**config.mk**
```make
export PLATFORM = sky130hd
export DESIGN_NAME = oric_disk_probe
export DESIGN_NICKNAME = d
export VERILOG_FILES = /design/src/rtl/oric_disk_probe.sv
export SDC_FILE = /design/constraint.sdc
export NUM_CORES = 1
export LEC_CHECK = 0
export ABC_CLOCK_PERIOD_IN_PS = 4100
export BUFFER_PORTS_ARGS = -buffer_cell sky130_fd_sc_hd__buf_2
export CAP_MARGIN = 10
export CORE_MARGIN = 4
export CORE_UTILIZATION = 45
export CTS_CLUSTER_DIAMETER = 120
export DETAILED_ROUTE_END_ITERATION = 7
export GPL_TIMING_DRIVEN = 1
export MAX_ROUTING_LAYER = met4
export SLEW_MARGIN = 30
export SYNTH_ARGS = -nofsm -noshare
export SYNTH_HDL_FRONTEND = slang
export SYNTH_SLANG_ARGS = --single-unit
```
**constraint.sdc**
```tcl
create_clock -name clk_24 -period 4.1 [get_ports clk_24]
set_clock_uncertainty 0.2 [all_clocks]
set_input_delay 0.41 -clock clk_24 [delete_from_list [all_inputs] [get_ports clk_24]]
set_output_delay 0.41 -clock clk_24 [all_outputs]
set_load 0.02 [all_outputs]
```
**src/rtl/oric_disk_probe.sv**
```systemverilog
// -----------------------------------------------------------------------------
// oric_disk_probe
//
// Disk-image probe between the SD-image interface and the FDC. Every time a new
// image is mounted it reads sector 0, recognises either an MFM_DISK header or
// an EXTENDED CPC DSK header, and publishes the geometry plus fdd_ready /
// fdd_layout. While a probe is running it owns the SD bus (probe_busy=1) and the
// top level routes sd_lba/sd_rd from here instead of from the FDC.
//
// Ports
//   clk_24          in   system clock, 24 MHz
//   reset           in   synchronous, active-high
//   img_mounted     in   mount level; a rising edge announces a new image
//   img_size[31:0]  in   image size in bytes, 0 = ejected
//   sd_lba[31:0]    out  sector address (always sector 0)
//   sd_rd           out  sector read request
//   sd_ack          in   transfer acknowledge, high for the whole transfer
//   sd_buff_addr    in   byte index of sd_dout within the sector
//   sd_dout         in   sector data byte
//   sd_dout_strobe  in   one-cycle valid strobe for sd_dout
//   probe_busy      out  probe owns the SD bus
//   probe_error     out  last probe failed (signature, geometry or timeout)
//   fdd_ready       out  valid image identified
//   fdd_layout      out  1 = double-sided image
//   img_format[1:0] out  0 none, 1 MFM_DISK, 2 EDSK
//   img_tracks[7:0] out  tracks per side
//   img_sides[1:0]  out  number of sides (1 or 2)
// -----------------------------------------------------------------------------
module oric_disk_probe #(
    parameter int unsigned MAX_TRACKS     = 90,
    parameter int unsigned TIMEOUT_CYCLES = 12000000
) (
    input  logic        clk_24,
    input  logic        reset,
    input  logic        img_mounted,
    input  logic [31:0] img_size,
    output logic [31:0] sd_lba,
    output logic        sd_rd,
    input  logic        sd_ack,
    input  logic [8:0]  sd_buff_addr,
    input  logic [7:0]  sd_dout,
    input  logic        sd_dout_strobe,
    output logic        probe_busy,
    output logic        probe_error,
    output logic        fdd_ready,
    output logic        fdd_layout,
    output logic [1:0]  img_format,
    output logic [7:0]  img_tracks,
    output logic [1:0]  img_sides
);

    typedef enum logic [2:0] {
        ST_IDLE,
        ST_REQ,
        ST_XFER,
        ST_CHECK,
        ST_READY,
        ST_ERROR
    } state_t;

    localparam logic [63:0] SIG_MFM  = 64'h4D46_4D5F_4449_534B; // "MFM_DISK"
    localparam logic [63:0] SIG_EDSK = 64'h4558_5445_4E44_4544; // "EXTENDED"
    localparam int          HDR_BYTES = 64;

    state_t      state_reg, state_next;
    logic        img_mounted_q;
    logic        sd_rd_reg, sd_rd_next;
    logic [31:0] cnt_reg, cnt_next;
    logic        busy_reg, busy_next;
    logic        error_reg, error_next;
    logic        ready_reg, ready_next;
    logic        layout_reg, layout_next;
    logic [1:0]  format_reg, format_next;
    logic [7:0]  tracks_reg, tracks_next;
    logic [1:0]  sides_reg, sides_next;

    logic [7:0]  hdr_reg [HDR_BYTES];
    logic        hdr_clear;
    logic        hdr_we;

    logic        mnt_rise;
    logic        timeout_hit;
    logic        start_probe;
    logic        clear_results;

    // Header decode
    logic [63:0] sig_word;
    logic [31:0] mfm_sides, mfm_tracks, mfm_geom;
    logic        is_mfm, is_edsk;
    logic [31:0] chk_tracks, chk_sides;
    logic [1:0]  chk_format;
    logic        chk_pass;
    logic        hdr_unused;

    assign mnt_rise    = img_mounted & ~img_mounted_q;
    assign timeout_hit = (cnt_reg == TIMEOUT_CYCLES - 1);

    // -------------------------------------------------------------------------
    // Header buffer: only the first 64 bytes of the sector matter.
    // -------------------------------------------------------------------------
    genvar gi;
    generate
        for (gi = 0; gi < HDR_BYTES; gi++) begin : g_hdr
            always_ff @(posedge clk_24) begin
                if (reset || hdr_clear) begin
                    hdr_reg[gi] <= '0;
                end else if (hdr_we && sd_buff_addr[5:0] == 6'(gi)) begin
                    hdr_reg[gi] <= sd_dout;
                end
            end
        end
        for (gi = 0; gi < 8; gi++) begin : g_sig
            assign sig_word[63 - 8*gi -: 8] = hdr_reg[gi];
        end
    endgenerate

    // Bytes between the MFM fields and the EDSK geometry bytes are captured but
    // not interpreted.
    always_comb begin
        hdr_unused = 1'b0;
        for (int i = 20; i < HDR_BYTES; i++) begin
            if (i != 'h30 && i != 'h31) begin
                hdr_unused = hdr_unused ^ (^hdr_reg[i]);
            end
        end
    end

    assign mfm_sides  = {hdr_reg[11], hdr_reg[10], hdr_reg[9],  hdr_reg[8]};
    assign mfm_tracks = {hdr_reg[15], hdr_reg[14], hdr_reg[13], hdr_reg[12]};
    assign mfm_geom   = {hdr_reg[19], hdr_reg[18], hdr_reg[17], hdr_reg[16]};
    assign is_mfm     = (sig_word == SIG_MFM);
    assign is_edsk    = (sig_word == SIG_EDSK);

    // Full 32-bit range checks so stray upper bytes reject the image instead of
    // being silently truncated into img_tracks/img_sides.
    always_comb begin
        chk_tracks = '0;
        chk_sides  = '0;
        chk_format = 2'd0;
        chk_pass   = 1'b0;
        if (is_mfm) begin
            chk_tracks = mfm_tracks;
            chk_sides  = mfm_sides;
            chk_format = 2'd1;
            chk_pass   = (mfm_geom == 32'd1 || mfm_geom == 32'd2);
        end else if (is_edsk) begin
            chk_tracks = {24'd0, hdr_reg['h30]};
            chk_sides  = {24'd0, hdr_reg['h31]};
            chk_format = 2'd2;
            chk_pass   = 1'b1;
        end
        chk_pass = chk_pass
                 && (chk_sides == 32'd1 || chk_sides == 32'd2)
                 && (chk_tracks >= 32'd1) && (chk_tracks <= 32'(MAX_TRACKS));
    end

    // -------------------------------------------------------------------------
    // State register (also holds the registered outputs)
    // -------------------------------------------------------------------------
    always_ff @(posedge clk_24) begin
        if (reset) begin
            state_reg     <= ST_IDLE;
            img_mounted_q <= 1'b0;
            sd_rd_reg     <= 1'b0;
            cnt_reg       <= '0;
            busy_reg      <= 1'b0;
            error_reg     <= 1'b0;
            ready_reg     <= 1'b0;
            layout_reg    <= 1'b0;
            format_reg    <= 2'd0;
            tracks_reg    <= 8'd0;
            sides_reg     <= 2'd0;
        end else begin
            state_reg     <= state_next;
            img_mounted_q <= img_mounted;
            sd_rd_reg     <= sd_rd_next;
            cnt_reg       <= cnt_next;
            busy_reg      <= busy_next;
            error_reg     <= error_next;
            ready_reg     <= ready_next;
            layout_reg    <= layout_next;
            format_reg    <= format_next;
            tracks_reg    <= tracks_next;
            sides_reg     <= sides_next;
        end
    end

    // -------------------------------------------------------------------------
    // Next-state logic. A new mount always wins over a timeout.
    // -------------------------------------------------------------------------
    always_comb begin
        state_next = state_reg;
        case (state_reg)
            ST_IDLE, ST_READY, ST_ERROR: begin
                if (mnt_rise) state_next = (img_size == 32'd0) ? ST_IDLE : ST_REQ;
            end
            ST_REQ: begin
                if (mnt_rise)                state_next = ST_REQ;
                else if (timeout_hit)        state_next = ST_ERROR;
                else if (sd_rd_reg && sd_ack) state_next = ST_XFER;
            end
            ST_XFER: begin
                if (mnt_rise)         state_next = ST_REQ;
                else if (timeout_hit) state_next = ST_ERROR;
                else if (!sd_ack)     state_next = ST_CHECK;
            end
            ST_CHECK: begin
                if (mnt_rise)      state_next = ST_REQ;
                else if (chk_pass) state_next = ST_READY;
                else               state_next = ST_ERROR;
            end
            default: state_next = ST_IDLE;
        endcase
    end

    // -------------------------------------------------------------------------
    // Output / datapath logic
    // -------------------------------------------------------------------------
    always_comb begin
        sd_rd_next    = sd_rd_reg;
        cnt_next      = cnt_reg;
        busy_next     = busy_reg;
        error_next    = error_reg;
        ready_next    = ready_reg;
        layout_next   = layout_reg;
        format_next   = format_reg;
        tracks_next   = tracks_reg;
        sides_next    = sides_reg;
        hdr_clear     = 1'b0;
        hdr_we        = 1'b0;
        start_probe   = 1'b0;
        clear_results = 1'b0;

        case (state_reg)
            ST_IDLE, ST_READY, ST_ERROR: begin
                if (mnt_rise) begin
                    clear_results = 1'b1;
                    start_probe   = (img_size != 32'd0);
                end
            end
            ST_REQ, ST_XFER: begin
                if (mnt_rise) begin
                    clear_results = 1'b1;
                    start_probe   = 1'b1;
                end else if (timeout_hit) begin
                    sd_rd_next = 1'b0;
                    error_next = 1'b1;
                    busy_next  = 1'b0;
                end else begin
                    cnt_next = cnt_reg + 32'd1;
                    if (state_reg == ST_REQ) begin
                        // Drop the request once acknowledged; after a restart the
                        // request is re-raised only once the old transfer's ack is gone.
                        if (sd_rd_reg) begin
                            if (sd_ack) sd_rd_next = 1'b0;
                        end else if (!sd_ack) begin
                            sd_rd_next = 1'b1;
                        end
                    end else begin
                        hdr_we = sd_dout_strobe && (sd_buff_addr[8:6] == 3'd0);
                    end
                end
            end
            ST_CHECK: begin
                if (mnt_rise) begin
                    clear_results = 1'b1;
                    start_probe   = 1'b1;
                end else begin
                    busy_next = 1'b0;
                    if (chk_pass) begin
                        ready_next  = 1'b1;
                        layout_next = (chk_sides == 32'd2);
                        format_next = chk_format;
                        tracks_next = chk_tracks[7:0];
                        sides_next  = chk_sides[1:0];
                    end else begin
                        error_next  = 1'b1;
                        format_next = 2'd0;
                    end
                end
            end
            default: ;
        endcase

        if (clear_results) begin
            error_next  = 1'b0;
            ready_next  = 1'b0;
            layout_next = 1'b0;
            format_next = 2'd0;
            tracks_next = 8'd0;
            sides_next  = 2'd0;
        end
        if (start_probe) begin
            busy_next = 1'b1;
            cnt_next  = '0;
            hdr_clear = 1'b1;
            // From a settled state the bus is free; mid-probe the previous
            // transfer may still hold sd_ack, so the request waits for it.
            sd_rd_next = (state_reg == ST_REQ || state_reg == ST_XFER ||
                          state_reg == ST_CHECK) ? ~sd_ack : 1'b1;
        end
    end

    assign sd_lba      = 32'd0;
    assign sd_rd       = sd_rd_reg;
    assign probe_busy  = busy_reg;
    assign probe_error = error_reg;
    assign fdd_ready   = ready_reg;
    assign fdd_layout  = layout_reg;
    assign img_format  = format_reg;
    assign img_tracks  = tracks_reg;
    assign img_sides   = sides_reg;

endmodule

```
==> impl_metrics.py, run 1 <==
metrics = {
    "timing": {
        "tightest_slew_ns": 0.9113,
        "fin_tns_setup_ns": 0,
        "rsz0062_at_grt": "no",
        "maxSlewHeadroom": 0.3868,
        "finalHoldViolations": 0,
        "setup_viol": 0,
        "finalMaxSlewViolations": 0,
        "min_period_over_period": 0.8441,
        "clock.fmax_mhz": 288.9,
        "fin_crit_ns": 3.461,
        "layout_setup_ws_ns": 0.6391,
    },
    "yosys": {
        "ys_seq_elements": 229,
        "ys_types": 64,
        "synth_area_mm2": 0.01035,
        "syn_avg_cell_area_um2": 11.57,
        "synth_edf_count": 176,
        "async_flop_share": 0,
        "ys_seq_area_frac": 0.6134,
        "ys_warn_count": 0,
        "netlist_instances": 894,
        "synth_ff_type": "edfxtp_1",
    },
    "worst_setup_path": {
        "reg2reg_from": "state_reg[1]",
        "crit_start": "state_reg[1]",
        "cp-start-kind": "flip-flop",
        "crit_path_end_kind": "flip-flop",
        "worst_ep_arrival_time_ns": 3.39,
        "crit_fanout": 13,
        "worstSetupPathType": "flip-flop to flip-flop",
        "crit_required_ns": 4.03,
        "r2r_slack_ns": 0.64,
    },
    "floorplanning": {
        "io_pins": 103,
        "rows": 55,
        "die_y_um": 159.6,
        "initial_utilization": 0.4570,
        "die_w_um": 159.6,
        "core_area_mm2": 0.02264,
        "design.die.area_mm2": 0.02548,
    },
    "global_route": {
        "grt_max_degree": 35,
        "grt_pass1_vias": 6358,
        "track_usage": 0.1757,
        "overflow": 0,
        "grt_pass1_wl_mm": 35.13,
        "antenna_found_initial": 0,
    },
    "clocking": {
        "cts_hold_buf": 1,
        "clk_path_buf_depth": 3,
        "cts_buffers": 25,
        "cts_root_buffer": "clkbuf_16",
        "cts.sinks": 229,
        "htree_levels": 1,
        "postCtsSetupBuffers": 0,
        "clk_pin_slew_ns": 0.06,
        "cts_tree": "built",
        "clock_latency_ns": 0.51,
        "cts.repair.resized": 0,
    },
    "layout": {
        "stdcell_area_mm2": 0.01168,
        "num-fill-cells": 1983,
        "largest_reg_flops": 176,
        "syn_to_final_growth_pct": 12.90,
        "multiInputGateArea_mm2": 0.003710,
        "drive_above_1_share": 0.1319,
        "antennaDiodeCount": 0,
        "final_core_util": 0.5159,
        "seqCellArea_mm2": 0.006346,
        "nNetsFinal": 1030,
    },
    "power": {
        "power_switching_mw": 1.087,
        "vdd_drop_max_mv": 0.2740,
        "p_per_area_mw_per_mm2": 423.0,
        "power_frac_clock": 0.414,
        "leakagePower_nw": 4.338,
        "power.share.sequential": 0.533,
        "p_int_mw": 3.854,
        "combPwrFrac": 0.053,
        "swShare": 0.2200,
    },
    "place": {
        "gp_routability_congestion": 0.7942,
        "place.port_buffers": 70,
        "placed_cell_area_mm2": 0.01094,
        "dp_slack_ns": 0.6736,
        "dp_hpwl_mm": 15.00,
    },
    "drt": {
        "antenna_left": 0,
        "post_drt_wl_per_cell_um": 17.61,
        "drc_errors": 0,
        "drt_iter0_drc": 452,
        "viasPerCell": 5.335,
        "dr.pass1.iters": 4,
        "via_count": 6818,
        "drt_wl_total_mm": 22.50,
    },
    "worst_hold_path": {
        "min_path_type": "input port to flip-flop",
        "hp-start": "reset",
    },
    "status": {
        "status": "complete, no violations",
    },
    "flow_run": {
        "maxCapViolCount": 0,
    },
}
-- synthesized netlist by cell type, types with 3 or more instances --
master / instances / area (um2)
a211o_1: 3 / 26.28
a21oi_1: 17 / 85.08
a22oi_1: 5 / 37.54
and2_1: 180 / 1126
and3_1: 8 / 50.05
and4_1: 5 / 43.79
and4b_1: 3 / 30.03
buf_2: 3 / 15.01
buf_4: 33 / 247.7
clkbuf_1: 31 / 116.4
dfxtp_1: 53 / 1061
edfxtp_1: 176 / 5285
inv_1: 5 / 18.77
nand2_1: 35 / 131.4
nand2b_1: 11 / 68.82
nand3_1: 39 / 195.2
nand4_1: 22 / 137.6
nand4b_1: 3 / 26.28
nor2_1: 64 / 240.2
nor2b_1: 7 / 43.79
nor3_1: 13 / 65.06
nor3b_1: 4 / 30.03
nor4_1: 36 / 225.2
nor4b_1: 6 / 52.55
nor4b_2: 3 / 45.04
nor4bb_1: 4 / 40.04
o21ai_0: 16 / 80.08
o21ai_1: 20 / 100.1
o31ai_1: 8 / 60.06
or2_2: 4 / 25.02
or3_1: 13 / 81.33
xnor2_1: 9 / 78.83
xor2_1: 15 / 131.4
-- layout by cell type (no fill, tap or decap), types with 5 or more instances in the layout --
| master | n |
|---|---|
| conb_1 | 32 |
| o21ai_1 | 23 |
| clkbuf_16 | 25 |
| edfxtp_1 | 176 |
| nand3_1 | 39 |
| nand2b_1 | 11 |
| buf_2 | 70 |
| a21oi_1 | 17 |
| nor4b_1 | 6 |
| clkbuf_1 | 10 |
| a22oi_1 | 5 |
| nor2_1 | 64 |
| and4_1 | 5 |
| o21ai_0 | 13 |
| and2_1 | 180 |
| buf_4 | 21 |
| nor2b_1 | 7 |
| inv_1 | 5 |
| and3_1 | 8 |
| xor2_1 | 15 |
| o31ai_1 | 8 |
| dfxtp_1 | 53 |
| nand4_1 | 22 |
| nor4_1 | 36 |
| nand2_1 | 35 |
| clkinv_1 | 5 |
| nor3_1 | 13 |
| or3_1 | 13 |
| xnor2_1 | 9 |
-- layout make-up --
type | count | area share
sequential | 229 | 0.5433
multi-input combinational | 622 | 0.3176
clock buffer | 35 | 0.05677
timing repair buffer | 92 | 0.04434
tap | 285 | 0.03053
clock inverter | 10 | 0.005891
inverter | 5 | 0.001607
-- worst max-delay path: stages, from the launching register on --
cell,delay [ns]
dfxtp_1,0.55
nand2b_1,0.16
a211oi_1,0.33
o2111a_1,0.27
nor3b_1,0.45
nand3b_1,0.39
o21ai_1,0.73
-- metal layers --
metal | track usage | vias to the layer above | share of wire
li1 | - | 3346 | -
met3 | 0.02503 | 39 | 0.042
met5 | - | - | 0
met1 | 0.2544 | 3281 | 0.49
met2 | 0.2659 | 152 | 0.44
met4 | 0.03905 | 0 | 0.021
-- power groups by stage --
stage / Combinational [mW] / Sequential (mW) / Clock, mW
3_5_place_dp: 0.264 / 2.68 / 0
6_report: 0.264 / 2.63 / 2.04
5_1_grt: 0.289 / 2.64 / 2.18
3_3_place_gp: 0.263 / 2.68 / 0
4_1_cts: 0.265 / 2.63 / 2.09
2_1_floorplan: 0.179 / 2.67 / 0
-- worst paths after layout --
check | end | cells past startpoint
setup / recovery | hdr_reg[0][19] | 6
hold / removal | probe_busy | 2
setup reg to reg | hdr_reg[0][19] | 6
hold reg to reg | fdd_ready | 2
-- stage by stage --
step	total power [mW]	hold WS, ns	instances
after floorplan	2.849	0.2537	925
after global placement	2.943	0.2292	1232
after detailed placement	2.945	0.2355	1232
after CTS	4.984	0.03252	1278
after global routing	5.109	0.05524	1278
final	4.941	0.05284	1278
-- cells by family (layout without fill, tap and decap cells) --
family	count (synthesis)	in the layout	share of synthesized area
other	1	32	0.0003625
AOI/OAI and AO/OA	92	92	0.05672
DFF	229	229	0.6134
muxes	1	1	0.0009675
and+or+nand+nor	471	471	0.2668
adders and majority gates	2	2	0.002177
buffers and inverters	74	142	0.03930
xor gates and xnor gates	24	24	0.02032
Note: power is estimated with default switching activity, not from simulation.
==> run 2, diff against run 1 <==
Settings changed: ABC_CLOCK_PERIOD_IN_PS 4100 to 3300.
Clock period 4.1 ns to 3.3 ns, I/O delays scaled along.
==> impl_metrics.py, run 2 (same netlist as run 1, synthesis figures left out) <==
metrics = {
    "layout": {
        "multiInputGateArea_mm2": 0.003714,
        "antennaDiodeCount": 0,
        "final_cell_mix": "180 x and2_1, 176 x edfxtp_1, 70 x buf_2",
        "syn_to_final_growth_pct": 14.77,
        "mostFrequentLayoutCell": "and2_1",
        "largest_reg_flops": 176,
        "final_cells": 1291,
        "drive_above_1_share": 0.1451,
        "nNetsFinal": 1042,
        "num-fill-cells": 1998,
        "seqCellArea_mm2": 0.006346,
        "final_core_util": 0.5245,
    },
    "floorplanning": {
        "io_pins": 103,
        "core_area_mm2": 0.02264,
        "die_w_um": 159.6,
        "rows": 55,
        "initial_utilization": 0.4570,
        "die_y_um": 159.6,
        "design.die.area_mm2": 0.02548,
    },
    "timing": {
        "finalMaxSlewViolations": 0,
        "rsz0062_at_grt": "yes",
        "finalHoldViolations": 0,
        "maxSlewHeadroom": 0.4534,
        "setup_viol": 0,
        "clock.fmax_mhz": 326.0,
        "min_period_over_period": 0.9296,
        "whs_ns": 0.2422,
        "layout_setup_ws_ns": 0.2322,
        "fin_crit_ns": 3.068,
        "tightest_slew_ns": 0.8144,
    },
    "worst_setup_path": {
        "cp-start-kind": "flip-flop",
        "crit_path_top_delay_cell": "o21ai_1",
        "r2r_slack_ns": 0.23,
        "max_stage_delay_ns": 0.64,
        "cp_cell_sequence": "nand2b_1 -> a211oi_1 -> o2111a_1 -> nor3b_1 -> buf_4 -> nand3b_1 -> buf_4 -> o21ai_1",
        "critPathBufInv": 2,
        "critPathTopFamily": "compound AO/OA/AOI/OAI gates",
        "crit_fanout": 9,
        "crit_path_end_kind": "flip-flop",
        "cp_num_cells": 8,
        "worstSetupPathType": "flip-flop to flip-flop",
        "crit_required_ns": 3.25,
        "r2r_cells": 8,
        "worst_ep_arrival_time_ns": 3.01,
        "crit_top_cell": "buf_4",
    },
    "clocking": {
        "htree_levels": 1,
        "cts.sinks": 229,
        "postCtsSetupBuffers": 0,
        "clock_latency_ns": 0.52,
        "cts_root_buffer": "clkbuf_16",
        "cts_tree": "built",
        "cts_buffers": 26,
        "clk_pin_slew_ns": 0.06,
        "clk_path_buf_depth": 3,
    },
    "place": {
        "dp_slack_ns": 0.2311,
        "place.port_buffers": 70,
        "gp_routability_congestion": 0.8716,
        "dp_hpwl_mm": 15.34,
        "placedCellCount": 1239,
    },
    "global_route": {
        "overflow": 0,
        "grt_pass1_wl_mm": 36.38,
        "grt_pass1_vias": 6628,
        "antenna_found_initial": 0,
        "grt_max_degree": 33,
        "track_usage": 0.1828,
    },
    "drt": {
        "drt_iter0_drc": 389,
        "viasPerCell": 5.301,
        "antenna_left": 0,
        "dr.pass1.iters": 4,
        "drt_wl_total_mm": 22.87,
        "drc_errors": 0,
        "post_drt_wl_per_cell_um": 17.71,
        "via_count": 6843,
    },
    "power": {
        "power_frac_clock": 0.434,
        "power.share.sequential": 0.514,
        "combPwrFrac": 0.051,
        "p_int_mw": 4.981,
        "total_power_mw": 6.363,
        "power_switching_mw": 1.382,
        "leakagePower_nw": 4.445,
        "swShare": 0.2172,
        "p_per_area_mw_per_mm2": 535.9,
        "vdd_drop_max_mv": 0.4038,
    },
    "worst_hold_path": {
        "min_path_type": "flip-flop to flip-flop",
        "hold_depth": 2,
    },
    "status": {
        "status": "complete, no violations",
    },
    "flow_run": {
        "maxCapViolCount": 0,
    },
}
## run 2: cell count changes in the layout (fill, tap and decap cells not counted), sizes merged
| cell | delta |
|---|---|
| clkinv | +1 |
| clkbuf | -1 |
| buf | +7 |
| bufinv | +1 |
| clkinvlp | +1 |
| dlygate4sd3 | +4 |
## run 2: area by class of cell
cell class	count	share of cell area
multi-input cells	622	0.3127
well taps	285	0.03003
inverters	5	0.001581
clock buffers	34	0.05996
flip-flops and latches	229	0.5345
repair buffers	103	0.05174
clock inverters	13	0.009484
## run 2: power by group through the flow
| stage | clock (mW) | combinational, mW | sequential [mW] |
|---|---|---|---|
| 6_report | 2.76 | 0.328 | 3.27 |
| 2_1_floorplan | 0 | 0.223 | 3.32 |
| 3_5_place_dp | 0 | 0.322 | 3.33 |
| 3_3_place_gp | 0 | 0.322 | 3.33 |
| 4_1_cts | 2.82 | 0.329 | 3.27 |
| 5_1_grt | 2.94 | 0.360 | 3.28 |
## run 2: metrics by stage
step | TNS [ns] | instance area [um2]
final | 0 | 11870
after global routing | -0.05681 | 11870
after CTS | 0 | 11870
after detailed placement | 0 | 10990
after global placement | 0 | 10990
after floorplan | 0 | 10460
## run 2: worst register-to-register path, delay by kind of cell (launching register included)
family                 cells  cell delay [ns]
AO/OA/AOI/OAI              3             1.23
flip-flops                 1             0.47
AND/OR/NAND/NOR            3             0.46
buffers and inverters      2             0.33
## run 2: path summary, 6_finish.rpt
check,start,to
worst max-delay path,state_reg[1],hdr_reg[0][51]
worst min-delay path,fdd_ready,fdd_ready
worst max register to register,state_reg[1],hdr_reg[0][51]
worst min register to register,fdd_ready,fdd_ready
## run 2: metal layers
| metal | global-route usage | vias to the layer above | part of all wire |
|---|---|---|---|
| met5 | - | - | 0 |
| met4 | 0.03787 | 0 | 0.016 |
| met3 | 0.02555 | 34 | 0.045 |
| met2 | 0.2823 | 167 | 0.46 |
| met1 | 0.2612 | 3268 | 0.48 |
| li1 | - | 3374 | - |
## run 2: repair_timing
action,in CTS,in global routing
hold endpoints to repair,5,0
endpoints found under the setup margin,0,21
resized for setup,0,2
hold buffers,5,0
==> run 3, diff against run 2 <==
--- a/config.mk
+++ b/config.mk
@@ -15,4 +15,5 @@
 export GPL_TIMING_DRIVEN = 1
 export MAX_ROUTING_LAYER = met4
+export PLACE_DENSITY_LB_ADDON = 0.1
 export SLEW_MARGIN = 30
 export SYNTH_ARGS = -nofsm -noshare
--- a/constraint.sdc
+++ b/constraint.sdc
@@ -3,3 +3,3 @@
 set_input_delay 0.33 -clock clk_24 [delete_from_list [all_inputs] [get_ports clk_24]]
 set_output_delay 0.33 -clock clk_24 [all_outputs]
-set_load 0.02 [all_outputs]
+set_load 0.1 [all_outputs]
==> impl_metrics.py, run 3 (same netlist as run 1, synthesis figures left out) <==
metrics = {
    "clocking": {
        "cts_tree": "built",
        "clk_path_buf_depth": 3,
        "cts.sinks": 229,
        "cts_buffers": 25,
        "htree_levels": 1,
        "cts_root_buffer": "clkbuf_16",
        "clock_latency_ns": 0.51,
        "clk_pin_slew_ns": 0.06,
        "postCtsSetupBuffers": 0,
    },
    "drt": {
        "drt_wl_total_mm": 22.85,
        "via_count": 6792,
        "viasPerCell": 5.306,
        "dr.pass1.iters": 5,
        "post_drt_wl_per_cell_um": 17.85,
        "drt_iter0_drc": 473,
        "drc_errors": 0,
        "antenna_left": 0,
    },
    "global_route": {
        "grt_pass1_vias": 6495,
        "track_usage": 0.1793,
        "grt_max_degree": 34,
        "antenna_found_initial": 0,
        "overflow": 0,
        "grt_pass1_wl_mm": 35.77,
    },
    "worst_setup_path": {
        "crit_required_ns": 3.55,
        "cp-start-kind": "flip-flop",
        "crit_path_end_kind": "flip-flop",
        "worst_ep_arrival_time_ns": 3.41,
        "reg2reg_from": "hdr_reg[0][29]",
        "worstSetupPathType": "flip-flop to flip-flop",
        "crit_fanout": 18,
        "crit_start": "hdr_reg[0][29]",
    },
    "flow_run": {
        "maxCapViolCount": 0,
    },
    "power": {
        "leakagePower_nw": 4.387,
        "p_per_area_mw_per_mm2": 534.5,
        "vdd_drop_max_mv": 0.4107,
    },
    "timing": {
        "finalHoldViolations": 0,
        "rsz0062_at_grt": "yes",
        "clock.fmax_mhz": 317.4,
        "maxSlewHeadroom": 0.4075,
        "layout_setup_ws_ns": 0.1497,
        "fin_tns_setup_ns": 0,
        "tightest_slew_ns": 0.8829,
        "setup_viol": 0,
        "whs_ns": 0.2179,
        "finalMaxSlewViolations": 0,
        "min_period_over_period": 0.9546,
        "fin_crit_ns": 3.150,
    },
    "floorplanning": {
        "design.die.area_mm2": 0.02548,
        "io_pins": 103,
        "die_y_um": 159.6,
        "core_area_mm2": 0.02264,
        "die_w_um": 159.6,
        "initial_utilization": 0.4570,
        "rows": 55,
    },
    "layout": {
        "nNetsFinal": 1035,
        "syn_to_final_growth_pct": 13.86,
        "mostFrequentLayoutCell": "and2_1",
        "drive_above_1_share": 0.1407,
        "antennaDiodeCount": 0,
        "largest_reg_flops": 176,
        "final_cell_mix": "180 x and2_1, 176 x edfxtp_1, 70 x buf_2",
    },
    "worst_hold_path": {
        "min_path_type": "input port to flip-flop",
        "hp-start": "sd_buff_addr[0]",
    },
    "place": {
        "dp_hpwl_mm": 15.19,
        "place.port_buffers": 70,
        "dp_slack_ns": 0.1588,
        "gp_routability_congestion": 0.8219,
    },
    "status": {
        "status": "complete, no violations",
    },
}
-- run 3: repair_timing --
action,CTS,global route
gates resized for setup,0,2
endpoints found under the hold margin,5,0
endpoints found under the setup margin,0,18
hold buffers,4,0
-- run 3: stage by stage --
step	std cells	total power [mW]	cell area [um2]	utilization
after global placement	1234	3.794	10980	0.4849
after floorplan	925	3.679	10460	-
after detailed placement	1234	3.796	10980	0.4852
final	1280	6.297	11780	0.5203
after global routing	1280	6.505	11780	0.5203
after CTS	1280	6.350	11770	0.5197
-- run 3: worst paths after layout --
path                     end  slack, ns  cells past startpoint
min reg2reg        fdd_ready       0.25                      2
min          hdr_reg[0][129]       0.22                      2
max reg2reg       fdd_layout       0.15                      9
max               fdd_layout       0.15                      9
-- run 3: where the power goes --
group / total (mW) / internal [mW] / switching (mW)
combinational: 0.465 / 0.0923 / 0.372
clock: 2.56 / 1.50 / 1.06
sequential: 3.27 / 3.22 / 0.0497
total: 6.30 / 4.82 / 1.48
-- run 3: final cells by class --
| class | count | area, um2 |
|---|---|---|
| Timing Repair Buffer | 97 | 588.1 |
| Sequential cell | 229 | 6346 |
| Clock buffer | 33 | 675.6 |
| Clock inverter | 9 | 66.31 |
| Tap cell | 285 | 356.6 |
| Multi-Input combinational cell | 622 | 3729 |
| Inverter | 5 | 18.77 |
| Fill cell | 1971 | 10860 |
-- run 3: routing by layer --
layer,up-vias,global-route usage,part of all wire
li1,3358,-,-
met1,3219,0.2505,0.48
met4,0,0.04024,0.020
met2,179,0.2775,0.45
met3,36,0.03097,0.051
met5,-,-,0
-- run 3: critical path, cell delays in order (launching register included) --
cell,delay [ns]
edfxtp_1,0.38
nor4b_1,0.36
nand4_1,0.22
nor4_4,0.36
buf_4,0.27
and4b_1,0.21
a311oi_1,0.05
or4b_1,0.53
a2111o_1,0.43
nand2_1,0.08
